File: config.mk
export PLATFORM = sky130hd
export DESIGN_NAME = ctrl_decode_pipe
export DESIGN_NICKNAME = d
export VERILOG_FILES = /design/src/rtl/ctrl_decode_pipe.sv
export SDC_FILE = /design/constraint.sdc
export NUM_CORES = 1
export LEC_CHECK = 0
export ABC_AREA = 1
export BUFFER_PORTS_ARGS = -buffer_cell sky130_fd_sc_hd__buf_2
export CAP_MARGIN = 20
export CORE_ASPECT_RATIO = 0.9
export CORE_UTILIZATION = 25
export CTS_BUF_LIST = sky130_fd_sc_hd__clkbuf_16
export DETAILED_ROUTE_END_ITERATION = 12
export PLACE_DENSITY = 0.53
export SLEW_MARGIN = 15
export SYNTH_ARGS = -nofsm -noshare
export SYNTH_HDL_FRONTEND = slang
export SYNTH_SLANG_ARGS = --single-unit
File: constraint.sdc
create_clock -name clk -period 1.8 [get_ports clk]
set_clock_uncertainty 0.15 [all_clocks]
set_input_delay 0.18 -clock clk [delete_from_list [all_inputs] [get_ports clk]]
set_output_delay 0.18 -clock clk [all_outputs]
set_load 0.01 [all_outputs]
File: src/rtl/ctrl_decode_pipe.sv
// Main control decoder fused with the ID/EX control register.
// Detects load-use hazards, honours flushes, counts illegal opcodes.
module ctrl_decode_pipe #(
  parameter logic        SUPPORT_JAL    = 1'b1,
  parameter logic        SUPPORT_LUI    = 1'b1,
  parameter logic        LOAD_USE_STALL = 1'b1,
  parameter int unsigned CNT_W          = 8
) (
  input  logic             clk,
  input  logic             rst_n,
  input  logic             valid_i,
  input  logic [31:0]      instr_i,
  input  logic             flush_i,
  input  logic             ex_mem_read_i,
  input  logic [4:0]       ex_rd_i,
  output logic             stall_o,
  output logic             valid_o,
  output logic             alu_src_o,
  output logic             mem_to_reg_o,
  output logic             mem_read_o,
  output logic             mem_write_o,
  output logic             branch_o,
  output logic             reg_write_o,
  output logic             jump_o,
  output logic [1:0]       alu_op_o,
  output logic [4:0]       rd_o,
  output logic             illegal_o,
  output logic [CNT_W-1:0] illegal_cnt_o
);

  localparam logic [6:0] OP_R    = 7'b0110011;
  localparam logic [6:0] OP_LW   = 7'b0000011;
  localparam logic [6:0] OP_SW   = 7'b0100011;
  localparam logic [6:0] OP_BR   = 7'b1100011;
  localparam logic [6:0] OP_ADDI = 7'b0010011;
  localparam logic [6:0] OP_JAL  = 7'b1101111;
  localparam logic [6:0] OP_LUI  = 7'b0110111;
  localparam logic [6:0] OP_NOP  = 7'b0000000;

  logic [6:0] op;
  logic [4:0] rs1;
  logic [4:0] rs2;
  logic [8:0] dec_ctl;
  logic       known;
  logic       uses_rs1;
  logic       uses_rs2;
  logic       illegal;
  logic       hazard;
  logic       issue;
  logic       cnt_inc;

  logic [8:0]       ctl_q, ctl_d;
  logic [4:0]       rd_q, rd_d;
  logic             valid_q, valid_d;
  logic             ill_q, ill_d;
  logic [CNT_W-1:0] cnt_q, cnt_d;

  logic unused_bits;

  assign op  = instr_i[6:0];
  assign rs1 = instr_i[19:15];
  assign rs2 = instr_i[24:20];
  assign unused_bits = ^{instr_i[31:25], instr_i[14:12]};

  // Opcode decode: {alu_src,mem_to_reg,mem_read,mem_write,branch,reg_write,jump,alu_op}
  always_comb begin
    dec_ctl  = '0;
    known    = 1'b0;
    uses_rs1 = 1'b0;
    uses_rs2 = 1'b0;
    unique case (1'b1)
      (op == OP_R): begin
        dec_ctl  = 9'b0_0_0_0_0_1_0_10;
        known    = 1'b1;
        uses_rs1 = 1'b1;
        uses_rs2 = 1'b1;
      end
      (op == OP_LW): begin
        dec_ctl  = 9'b1_1_1_0_0_1_0_00;
        known    = 1'b1;
        uses_rs1 = 1'b1;
      end
      (op == OP_SW): begin
        dec_ctl  = 9'b1_0_0_1_0_0_0_00;
        known    = 1'b1;
        uses_rs1 = 1'b1;
        uses_rs2 = 1'b1;
      end
      (op == OP_BR): begin
        dec_ctl  = 9'b0_0_0_0_1_0_0_11;
        known    = 1'b1;
        uses_rs1 = 1'b1;
        uses_rs2 = 1'b1;
      end
      (op == OP_ADDI): begin
        dec_ctl  = 9'b1_0_0_0_0_1_0_00;
        known    = 1'b1;
        uses_rs1 = 1'b1;
      end
      (op == OP_JAL && SUPPORT_JAL): begin
        dec_ctl  = 9'b1_0_0_0_0_1_1_00;
        known    = 1'b1;
      end
      (op == OP_LUI && SUPPORT_LUI): begin
        dec_ctl  = 9'b1_0_0_0_0_1_0_01;
        known    = 1'b1;
      end
      default: ;
    endcase
  end

  assign illegal = (op != OP_NOP) & ~known;

  assign hazard = valid_i & ~flush_i & ex_mem_read_i
                & (ex_rd_i != 5'd0)
                & ((uses_rs1 & (rs1 == ex_rd_i))
                 | (uses_rs2 & (rs2 == ex_rd_i)));

  assign stall_o = LOAD_USE_STALL & hazard;

  assign issue   = valid_i & ~flush_i & ~stall_o & known;
  assign cnt_inc = valid_i & ~flush_i & ~stall_o & illegal;

  // Next-state: bundle or bubble, sticky flag, saturating counter
  always_comb begin
    valid_d = issue;
    ctl_d   = issue ? dec_ctl : '0;
    rd_d    = issue ? instr_i[11:7] : '0;
    ill_d   = ill_q | cnt_inc;
    cnt_d   = cnt_q;
    if (cnt_inc && (cnt_q != {CNT_W{1'b1}})) begin
      cnt_d = cnt_q + CNT_W'(1);
    end
  end

  // ID/EX control register with async clear
  always_ff @(posedge clk or negedge rst_n) begin
    if (!rst_n) begin
      valid_q <= 1'b0;
      ctl_q   <= '0;
      rd_q    <= '0;
      ill_q   <= 1'b0;
      cnt_q   <= '0;
    end else begin
      valid_q <= valid_d;
      ctl_q   <= ctl_d;
      rd_q    <= rd_d;
      ill_q   <= ill_d;
      cnt_q   <= cnt_d;
    end
  end

  assign valid_o = valid_q;
  assign {alu_src_o, mem_to_reg_o, mem_read_o, mem_write_o,
          branch_o, reg_write_o, jump_o, alu_op_o} = ctl_q;
  assign rd_o          = rd_q;
  assign illegal_o     = ill_q;
  assign illegal_cnt_o = cnt_q;

endmodule

Yosys cells after proc, flatten, opt, wreduce, memory -nomap -nowiden
Index checks and enable logic that the tools add are counted.
{ "totals": {"regBits": 24, "inputBits": 42, "output_inout_bits": 25, "wordCells": 43} }
{ "classes": {"add_sub_neg": 1, "eq_ne": 10, "n_mux": 6, "bitwise_logic": 15, "n_reduce_logical": 6} }
{ "op_table": {"columns": ["op", "n"], "rows": [
  ["$pmux 9 s7", 1],
  ["$eq 7x6->1 const B", 3],
  ["$eq 7x7->1 const B", 2],
  ["$and 1x1->1", 10],
  ["$eq 5x5->1", 2],
  ["$mux 9", 1],
  ["$add 8x1->8 const B", 1],
  ["$ne 8x8->1 const B", 1],
  ["$eq 7x2->1 const B", 1],
  ["$eq 7x5->1 const B", 1],
  ["$reduce_bool 7->1", 1],
  ["$reduce_or 7->1", 1],
  ["$mux 5", 1],
  ["$reduce_bool 5->1", 1],
  ["$reduce_or 5->1", 1],
  ["$mux 1", 3],
  ["$not 1->1", 3],
  ["$reduce_or 3->1", 1],
  ["$or 1x1->1", 2],
  ["$logic_and 1x1->1", 1]
]} }

Depth between registers and ports, before layout
Gate-level depths: netlist of the first run.
{ "depth": {"depth_word": 10, "depth_mapped": 13, "mapped_depth_nobuf": 13} }

Least setup slack after synthesis of the first run
OpenSTA, ideal clock, no wires.
{ "synth_timing": {"path_kind": "flip-flop to flip-flop", "start": "register cnt_q[0] (netlist: illegal_cnt_o[0])", "end": "register cnt_q[2] (netlist: illegal_cnt_o[2])", "setup_ns": 0.065, "t_arrival_ns": 1.362, "required_time_ns": 1.585, "setup_slack_ns": 0.223, "stages_incl_launch_ff": 8, "n_path_buf": 0, "period_less_slack_ns": 1.577, "path_cell_list": "dfrtp_1 ha_1 nand2_1 nor2_1 nand3_2 nand4_4 nand2_1 nand2_1"} }
{ "synth_via": {"elab_chain_len": 2, "elab_cells_between_ends": 3, "classes_between": "add/sub: 1; eq/ne: 1; reduce/logical: 1"} }
{ "synth_rtl": {"columns": ["element", "line", "text"], "rows": [
  ["start: declaration", "56", "logic [CNT_W-1:0] cnt_q, cnt_d;"],
  ["start signal: assignment", "149", "cnt_q <= cnt_d;"],
  ["branches (longest 2 deep; another with $add 8x1->8)", null, null]
]} }
Parallel ways; which one is timed is not known.
A chain may end at the register's enable or synchronous reset.

Worst setup path in the final report of the first run
{ "layout_timing": {"start": "register cnt_q[1] (netlist: illegal_cnt_o[1])", "end": "register cnt_q[1] (netlist: illegal_cnt_o[1])"} }
Same word-level chain as after synthesis.

==> results.sh, run 1 <==
export IMPL_hp_class="in2reg"
export IMPL_min_period_ns=1.65
export IMPL_h_tree_depth=1
export IMPL_die_x_um=82.6
export IMPL_synthFlopType="dfrtp_1"
export IMPL_grt_use_total_pct=11.6
export IMPL_ys_seq_elements=23
export IMPL_rows=26
export IMPL_io_buffers=56
export IMPL_vias=1301
export IMPL_mostFrequentLayoutCells="buf_2 (56), nand2_1 (43), inv_1 (25), dfrtp_1 (23), nor2_1 (15)"
export IMPL_swShare_pct=29.3
export IMPL_timing_fmax_mhz=607
export IMPL_synth_top_area_cell="dfrtp_1"
export IMPL_cts_tree="built"
export IMPL_hold_viol=0
export IMPL_crit_fanout=9
export IMPL_p_sw_mw=0.422
export IMPL_critPathArrivalTime_ns=1.69
export IMPL_reg2reg_from="illegal_cnt_o[1]"
export IMPL_fin_cells=316
export IMPL_clk_path_buf_depth=2
export IMPL_critPathRequiredTime_ns=1.85
export IMPL_synth_fp_nets=221
export IMPL_critical_path_max_stage_delay_ns=0.35
export IMPL_drive_gt1_share_pct=40.7
export IMPL_drv_cap=0
export IMPL_drt_iter0_markers=67
export IMPL_syn_inst=178
export IMPL_p_per_area_nw_per_um2=722
export IMPL_pwr_share_clk_pct=33.8
export IMPL_grt_max_degree=24
export IMPL_setup_viol=0
export IMPL_yosys_warnings=0
export IMPL_intPower_mw=1.02
export IMPL_worstHoldStart="instr_i[3]"
export IMPL_worstSetupEndpointType="flip-flop"
export IMPL_cts_setup_buffers=0
export IMPL_drt_total_wl_mm=3.29
export IMPL_n_antenna_cell=0
export IMPL_worst_slew_margin_rel_pct=63.5
export IMPL_reg2reg_to="illegal_cnt_o[1]"
export IMPL_final_nets=290
export IMPL_area_delta_synth_final_pct=36.3
export IMPL_dieHeight_um=74.5
export IMPL_min_to="ctl_q[2]"
export IMPL_routabilityCongestion=0.751
export IMPL_firstDrtPassIters=4
export IMPL_r2r_slack_ns=0.15
export IMPL_outcome="finished clean"
export IMPL_synthTopCellsByArea="dfrtp_1 (39%), nand2_1 (11%), inv_1 (6.4%)"
export IMPL_p_seq_share_pct=41.7
export IMPL_ir_worst_vdd_uv=534
export IMPL_start_kind="flip-flop"
export IMPL_syn_area_sq_um=1460
export IMPL_ant_nets=0
export IMPL_clk_latency_ns=0.25
export IMPL_dpl_hpwl_mm=2.50
export IMPL_combPwrFrac_pct=24.5
export IMPL_power_leakage_nw=1.15
export IMPL_cts_sinks=23
export IMPL_fillers=648
export IMPL_period_share_pct=91.5
export IMPL_async_reset_ff_share_pct=100
export IMPL_initial_utilization_pct=25.8
export IMPL_dp_cells=306
export IMPL_cpMaxStageDelayCell="dfrtp_1"
export IMPL_synth_top_area_share_pct=39.4
export IMPL_netlist_cell_type_count=30
export IMPL_hold_ws_ns=0.129
export IMPL_path_clk_slew_ns=0.06
export IMPL_final_common_cell="buf_2"
export IMPL_die_area_sq_um=6150
export IMPL_numCtsBuffers=3
export IMPL_postSynthAreaPerCell_sq_um=8.20
export IMPL_r2r_cells=7
export IMPL_yosysSeqAreaShare_pct=39.4
export IMPL_core_sq_um=5660
export IMPL_antenna_found_initial=0
export IMPL_root_buffer="clkbuf_16"
export IMPL_path_cells="ha_1, nand2_1, nor2_1, nand3_4, nand4_4, nand2_1, nand2_1"
export IMPL_drc_errors=0
export IMPL_io_pins=67
export IMPL_synth_edf_count=0
export IMPL_slew_violations=0
export IMPL_tightest_slew_ns=0.547
export IMPL_grt_pass1_wl_mm=5.43
export IMPL_wl_per_cell_um=10.4
export IMPL_vias_per_cell=4.12
export IMPL_crit_type="reg2reg"
export IMPL_grt_pass1_vias=1237
export IMPL_worstHoldPathCells=5
export IMPL_grt_overflow=0
export IMPL_cp_common_cell="nand2_1"
## cells in the mapped netlist, types with 2 or more instances
cell type  number
xor2_1          9
nand2_1        43
nor2_1         15
nand2_4         4
nand3_1         5
nor2_8          2
xnor2_1         2
inv_2           4
inv_1          25
dfrtp_1        23
nand2_2         4
nor2_4          2
nand4_1        10
nor2_2         14
## state kept, by name, indices dropped and copies added, names as in the netlist
| register | count |
|---|---|
| rd_o | 5 |
| ctl_q | 8 |
| valid_o | 1 |
| illegal_o | 1 |
| illegal_cnt_o | 8 |
## worst max-delay path, delay by kind of cell (launching register included)
kind          cells  cell delay (ns)
flops             1             0.35
simple gates      6             0.88
fa+ha+maj         1             0.19
## cell families (layout without fill, tap and decap cells)
kind of cell / Yosys count / in the layout / synth area share [%]
simple gates: 103 / 103 / 39.0
buf+inv: 31 / 99 / 8.57
flops: 23 / 23 / 39.4
xor+xnor: 11 / 11 / 6.60
compound gates: 9 / 9 / 5.57
fa+ha+maj: 1 / 1 / 0.857
## area by class of cell
cell class,count,area (sq um),area share (%)
inverters,30,118,5.91
clock buffers,3,75.1,3.77
repair buffers,65,363,18.2
multi-input cells,124,767,38.5
clock inverters,1,5.00,0.251
flip-flops and latches,23,576,28.9
well taps,70,87.6,4.40
## how the worst max path moves through the flow
stage / from / endpoint / slack [ns]
floorplan: illegal_cnt_o[0] / illegal_cnt_o[2] / 0.22
CTS: illegal_cnt_o[1] / illegal_cnt_o[1] / 0.14
finish: illegal_cnt_o[1] / illegal_cnt_o[1] / 0.15
global placement: instr_i[0] / illegal_cnt_o[1] / 0.09
detailed placement: instr_i[0] / illegal_cnt_o[1] / 0.09
global route: illegal_cnt_o[1] / illegal_cnt_o[1] / -0.02
## per-stage QoR
step	total power [mW]	util, %	cell area [sq um]	setup TNS [ns]	setup WS [ns]
detailed placement	0.951	32.6	1840	0	0.0883
global route	1.53	35.2	1990	-0.0216	-0.0216
CTS	1.46	35.0	1980	0	0.139
floorplan	0.796	-	1460	0	0.223
finish	1.44	35.2	1990	0	0.153
global placement	0.947	32.6	1840	0	0.0886
## power by group through the flow
stage | clock network (mW) | logic, mW | registers [mW]
after global placement | 0 | 0.339 | 0.609
after CTS | 0.502 | 0.358 | 0.600
final | 0.487 | 0.352 | 0.600
after detailed placement | 0 | 0.342 | 0.609
after global routing | 0.521 | 0.406 | 0.608
after floorplan | 0 | 0.159 | 0.636
## repair_timing
action / CTS / global route
hold buffers: 6 / 0
endpoints found under the setup margin: 0 / 1
gates resized for setup: 0 / 1
endpoints found under the hold margin: 28 / 0
## routing by layer
metal  GRT usage, %  share of wire (%)  vias up
li1               -                  -      689
met4           1.15                  0        0
met2           20.3                 48       27
met3           3.31                4.3        0
met1           14.7                 47      585
met5              0                  0        -
Power figures use the tool's default switching activity.
==> run 2: changes to the inputs <==
--- a/config.mk
+++ b/config.mk
@@ -5,14 +5,13 @@
 export SDC_FILE = /design/constraint.sdc
 export NUM_CORES = 1
 export LEC_CHECK = 0
-export ABC_AREA = 1
 export BUFFER_PORTS_ARGS = -buffer_cell sky130_fd_sc_hd__buf_2
 export CAP_MARGIN = 20
 export CORE_ASPECT_RATIO = 0.9
 export CORE_UTILIZATION = 25
 export CTS_BUF_LIST = sky130_fd_sc_hd__clkbuf_16
 export DETAILED_ROUTE_END_ITERATION = 12
-export PLACE_DENSITY = 0.53
+export PLACE_DENSITY = 0.54
 export SLEW_MARGIN = 15
 export SYNTH_ARGS = -nofsm -noshare
 export SYNTH_HDL_FRONTEND = slang
==> run 2 against run 1 <==
Net effect: worst setup slack worse by 0.11 ns; clock-buffer cell count stayed put; combinational power is 32% higher; final cell count is 12% lower; fmax is 6.4% lower; utilization is 4.7 points higher; area after synthesis is 8.8% lower; design area hardly changed; first-iteration DRC count is 72% lower; die area is 8.6% lower; hold slack worse by 0.093 ns; synthesized cell count is 28% lower; critical endpoint is now stall_o; largest cell class unchanged.
==> results.sh, run 2 <==
export IMPL_outcome="finished clean"
export IMPL_min_period_ns=1.76
export IMPL_clk_latency_ns=0.25
export IMPL_grt_pass1_wl_mm=5.40
export IMPL_die_x_um=78.9
export IMPL_dieHeight_um=71.2
export IMPL_multi_input_area_sq_um=731
export IMPL_hold_ws_ns=0.0364
export IMPL_yosysSeqAreaShare_pct=43.2
export IMPL_synthFlopType="dfrtp_1"
export IMPL_grt_use_total_pct=12.2
export IMPL_final_common_cell="buf_2"
export IMPL_cpMaxStageDelayCell="a2111oi_4"
export IMPL_mostFrequentLayoutCells="buf_2 (56), buf_4 (31), dfrtp_1 (23), xor2_1 (9), nor2_1 (9)"
export IMPL_n_antenna_cell=0
export IMPL_hold_viol=0
export IMPL_period_share_pct=97.8
export IMPL_p_per_area_nw_per_um2=793
export IMPL_critPathArrivalTime_ns=1.43
export IMPL_fillers=513
export IMPL_grt_max_degree=24
export IMPL_clk_path_buf_depth=2
export IMPL_dpl_hpwl_mm=2.63
export IMPL_crit_fanout=3
export IMPL_combPwrFrac_pct=29.4
export IMPL_tightest_slew_ns=0.603
export IMPL_seq_area_sq_um=576
export IMPL_ir_worst_vdd_uv=426
export IMPL_synth_commonest_cells="dfrtp_1 (23), nor2_1 (9), xor2_1 (9)"
export IMPL_final_nets=256
export IMPL_synth_top_area_share_pct=43.2
export IMPL_cp_common_cell="buf_2"
export IMPL_post_dp_cell_area_sq_um=1860
export IMPL_path_cells="buf_2, xor2_1, a2111oi_4, nand3_1, a21oi_2, and2_1, buf_2"
export IMPL_drv_cap=0
export IMPL_start_kind="input port"
export IMPL_async_reset_ff_share_pct=100
export IMPL_initial_utilization_pct=26.7
export IMPL_ys_seq_elements=23
export IMPL_p_seq_share_pct=40.7
export IMPL_vias=1282
export IMPL_cts_sinks=23
export IMPL_io_buffers=56
export IMPL_path_clk_slew_ns=0.06
export IMPL_core_sq_um=4980
export IMPL_syn_inst=128
export IMPL_cp_num_buf_inv=2
export IMPL_ant_nets=0
export IMPL_worstSetupEndpointType="primary output"
export IMPL_vias_per_cell=4.63
export IMPL_h_tree_depth=1
export IMPL_intPower_mw=1.13
export IMPL_routabilityCongestion=0.804
export IMPL_cts_tree="built"
export IMPL_grt_overflow=0
export IMPL_yosysMostFrequentCell="dfrtp_1"
export IMPL_synthTopCellsByArea="dfrtp_1 (43%), xor2_1 (5.9%), xnor2_1 (4.6%)"
export IMPL_root_buffer="clkbuf_16"
export IMPL_drc_errors=0
export IMPL_path_delay_family="compound AO/OA/AOI/OAI gates"
export IMPL_synth_fp_nets=171
export IMPL_critPathRequiredTime_ns=1.47
export IMPL_crit_type="in2out"
export IMPL_firstDrtPassIters=4
export IMPL_rows=24
export IMPL_slew_violations=0
export IMPL_syn_area_sq_um=1330
export IMPL_setup_viol=0
export IMPL_hp_class="in2reg"
export IMPL_io_pins=67
export IMPL_yosys_warnings=0
export IMPL_synth_top_area_cell="dfrtp_1"
export IMPL_area_delta_synth_final_pct=49.4
export IMPL_netlist_cell_type_count=42
export IMPL_drive_gt1_share_pct=48.6
export IMPL_postSynthAreaPerCell_sq_um=10.4
export IMPL_worst_slew_margin_rel_pct=59.5
export IMPL_synth_edf_count=0
export IMPL_die_area_sq_um=5620
export IMPL_grt_pass1_vias=1216
export IMPL_swShare_pct=28.6
export IMPL_wl_per_cell_um=11.9
export IMPL_timing_fmax_mhz=568
export IMPL_fin_area_sq_um=1990
export IMPL_numCtsBuffers=3
export IMPL_pwr_share_clk_pct=29.9
export IMPL_drt_total_wl_mm=3.30
export IMPL_antenna_found_initial=0
export IMPL_drt_iter0_markers=19
export IMPL_p_sw_mw=0.452
export IMPL_power_leakage_nw=0.957
export IMPL_critical_path_max_stage_delay_ns=0.34
## run 2: cells by family (layout without fill, tap and decap cells)
family                     Yosys count  count (layout)  share of synthesized area [%]
adders and majority gates            1               1                          0.940
xor gates and xnor gates            16              16                           10.5
and+or+nand+nor                     61              61                           29.3
AOI/OAI and AO/OA                   18              18                           10.5
buffers and inverters                8              92                           4.32
muxes                                1               1                           1.13
DFF                                 23              23                           43.2
## run 2: area by class of cell
cell class,instances,share of cell area (%)
repair buffers,88,26.3
well taps,65,4.09
clock inverters,1,0.189
multi-input cells,97,36.7
clock buffers,3,3.77
flip-flops and latches,23,28.9
## run 2: worst paths after layout
| path | end | slack [ns] | from | depth (start not counted) |
|---|---|---|---|---|
| max | stall_o | 0.04 | ex_rd_i[3] | 7 |
| min | rd_o[0] | 0.04 | instr_i[7] | 2 |
| max reg2reg | illegal_cnt_o[5] | 0.10 | illegal_cnt_o[0] | 6 |
| min reg2reg | illegal_o | 0.32 | illegal_o | 1 |
| max in group asynchronous | valid_o | 0.86 | rst_n | 2 |
| min in group asynchronous | illegal_cnt_o[6] | 0.28 | rst_n | 2 |
## run 2: what timing repair did
| item | in CTS | in global routing |
|---|---|---|
| pin swaps | 1 | 3 |
| setup buffers | 1 | 0 |
| resized for setup | 2 | 4 |
| hold buffers | 1 | 0 |
| setup endpoints to repair | 1 | 1 |
| endpoints found under the hold margin | 23 | 0 |
## run 2: stage by stage
step | setup TNS (ns) | cells | power [mW] | worst slack, ns | utilization (%)
floorplan | -0.0557 | 128 | 0.871 | -0.0557 | -
global placement | -0.341 | 271 | 1.10 | -0.0869 | 37.3
detailed placement | -0.308 | 271 | 1.11 | -0.0874 | 37.3
CTS | 0 | 277 | 1.59 | 0.00574 | 39.4
global route | -0.00792 | 277 | 1.68 | -0.00792 | 39.9
finish | 0 | 277 | 1.58 | 0.0397 | 39.9
## run 2: worst register-to-register path: stages, from the launching register on
cell and delay, ns:
dfrtp_1 0.38, ha_1 0.21, and3_1 0.23, a31oi_4 0.21
buf_4 0.16, nand4_1 0.10, xnor2_1 0.15
## run 2: power by group through the flow
| stage | Sequential (mW) | Clock [mW] | Combinational (mW) |
|---|---|---|---|
| 2_1_floorplan | 0.688 | 0 | 0.184 |
| 3_3_place_gp | 0.650 | 0 | 0.449 |
| 3_5_place_dp | 0.653 | 0 | 0.456 |
| 4_1_cts | 0.643 | 0.488 | 0.462 |
| 5_1_grt | 0.654 | 0.511 | 0.512 |
| 6_report | 0.642 | 0.472 | 0.463 |
## run 2: per-layer routing
metal	GRT usage [%]	share of wire [%]	vias up
li1	-	-	636
met1	15.1	45	608
met2	21.2	49	36
met3	2.55	4.4	2
met4	4.24	0.76	0
met5	0	0	-
==> run 3: changes to the inputs <==
--- a/config.mk
+++ b/config.mk
@@ -12,6 +12,7 @@
 export CTS_BUF_LIST = sky130_fd_sc_hd__clkbuf_16
 export DETAILED_ROUTE_END_ITERATION = 12
 export PLACE_DENSITY = 0.54
+export SETUP_SLACK_MARGIN = 0.3
 export SLEW_MARGIN = 15
 export SYNTH_ARGS = -nofsm -noshare
 export SYNTH_HDL_FRONTEND = slang
==> run 3 against run 2 <==
Net effect: non-clock buffer count increased by 3; wire length up 16%; flip-flop and latch count unchanged; die area stayed put; combinational power up 28%; final cell count is 1.1% higher; clock-buffer cell count is the same; critical path depth shrank 1; design area increased by 20%; sequential power up 3.6%; critical path type unchanged; largest power group unchanged.
==> results.sh, run 3 (synthesis results as in run 2) <==
export IMPL_outcome="finished clean"
export IMPL_cpMaxStageDelayCell="or4_4"
export IMPL_crit_type="in2out"
export IMPL_hold_viol=0
export IMPL_io_buffers=56
export IMPL_crit_fanout=3
export IMPL_period_share_pct=93.6
export IMPL_critPathRequiredTime_ns=1.47
export IMPL_hp_class="in2reg"
export IMPL_firstDrtPassIters=4
export IMPL_n_antenna_cell=0
export IMPL_path_delay_family="simple AND/OR/NAND/NOR gates"
export IMPL_root_buffer="clkbuf_16"
export IMPL_p_per_area_nw_per_um2=729
export IMPL_post_dp_cell_area_sq_um=1890
export IMPL_setup_viol=0
export IMPL_vias=1299
export IMPL_worstSetupEndpointType="primary output"
export IMPL_drt_total_wl_mm=3.84
export IMPL_die_area_sq_um=5620
export IMPL_h_tree_depth=1
export IMPL_grt_use_total_pct=14.1
export IMPL_mostFrequentLayoutCells="buf_2 (51), buf_4 (27), dfrtp_1 (23), nor2_1 (8)"
export IMPL_drv_cap=0
export IMPL_tightest_slew_ns=0.525
export IMPL_grt_overflow=0
export IMPL_rsz0062_at_grt="true"
export IMPL_vias_per_cell=4.64
export IMPL_timing_fmax_mhz=593
export IMPL_clk_latency_ns=0.25
export IMPL_worst_slew_margin_rel_pct=65.0
export IMPL_wl_per_cell_um=13.7
export IMPL_finalPower_mw=1.74
export IMPL_fin_area_sq_um=2390
export IMPL_cts_sinks=23
export IMPL_initial_utilization_pct=26.7
export IMPL_seq_area_sq_um=576
export IMPL_path_clk_slew_ns=0.06
export IMPL_final_nets=259
export IMPL_start_kind="input port"
export IMPL_grt_max_degree=24
export IMPL_numCtsBuffers=3
export IMPL_grt_pass1_vias=1335
export IMPL_grt_pass1_wl_mm=6.12
export IMPL_cts_tree="built"
export IMPL_clk_path_buf_depth=2
export IMPL_rows=24
export IMPL_fillers=466
export IMPL_slew_violations=0
export IMPL_dieHeight_um=71.2
export IMPL_drc_errors=0
export IMPL_core_sq_um=4980
export IMPL_die_x_um=78.9
export IMPL_drive_gt1_share_pct=64.7
export IMPL_routabilityCongestion=0.795
export IMPL_area_delta_synth_final_pct=79.7
export IMPL_critical_path_max_stage_delay_ns=0.52
export IMPL_drt_iter0_markers=37
export IMPL_ir_worst_vdd_uv=524
export IMPL_critPathArrivalTime_ns=1.36
export IMPL_min_period_ns=1.69
export IMPL_final_common_cell="buf_2"
export IMPL_dpl_hpwl_mm=2.71
export IMPL_cp_num_buf_inv=2
export IMPL_power_leakage_nw=1.05
export IMPL_io_pins=67
export IMPL_antenna_found_initial=0
export IMPL_ant_nets=0
export IMPL_multi_input_area_sq_um=1010
export IMPL_path_cells="buf_8, or4_4, o211ai_1, a21oi_2, and2_4, buf_6"
-- run 3: cell count changes in the layout (fill, tap and decap cells not counted), sizes merged --
cell    delta
buf        +3
clkinv     +1
inv        -1
-- run 3: worst paths after layout --
kind / from / endpoint / slack, ns / cells after the start
max in group asynchronous: rst_n / rd_o[4] / 0.86 / 2
worst max register to register: illegal_cnt_o[0] / illegal_cnt_o[5] / 0.15 / 6
worst max-delay path: ex_rd_i[4] / stall_o / 0.11 / 6
worst min register to register: illegal_o / illegal_o / 0.33 / 1
min in group asynchronous: rst_n / illegal_cnt_o[6] / 0.28 / 2
worst min-delay path: instr_i[10] / rd_o[3] / 0.02 / 2
-- run 3: metal layers --
layer  vias to the layer above  global-route usage (%)  routed length, um
met3                         4                    2.04                131
met1                       613                    17.1               1640
met4                         0                    5.05                 46
met2                        35                    25.4               2020
met5                         -                       0                  0
li1                        647                       -                  -
-- run 3: timing repair --
item | CTS | global route
pin swaps | 23 | 13
setup endpoints to repair | 16 | 23
hold buffers | 1 | 0
cloned | 1 | 0
buffers inserted | 6 | 3
resized for setup | 33 | 21
endpoints found under the hold margin | 23 | 0
-- run 3: layout make-up --
class                   instances  share of cell area [%]
clock buffers                   3                    3.14
clock inverters                 1                   0.209
multi-input cells              97                    42.3
flip-flops and latches         23                    24.1
well taps                      65                    3.40
repair buffers                 91                    26.9
-- run 3: report_power, final --
part           total (mW)  switching [mW]  internal (mW)
Combinational       0.593           0.270          0.323
Sequential          0.665          0.0831          0.582
Clock               0.486           0.187          0.299
-- run 3: stage by stage --
step	std cells	worst slack [ns]	TNS [ns]	utilization, %	hold WS [ns]
6_report	280	0.115	0	48.0	0.0250
5_1_grt	280	0.0758	0	48.0	0.0213
4_1_cts	277	0.0931	0	45.2	0.0236
3_5_place_dp	265	-0.179	-0.610	38.0	0.0375
3_3_place_gp	265	-0.0624	-0.372	38.0	0.0338
2_1_floorplan	128	-0.0526	-0.0526	-	-0.266
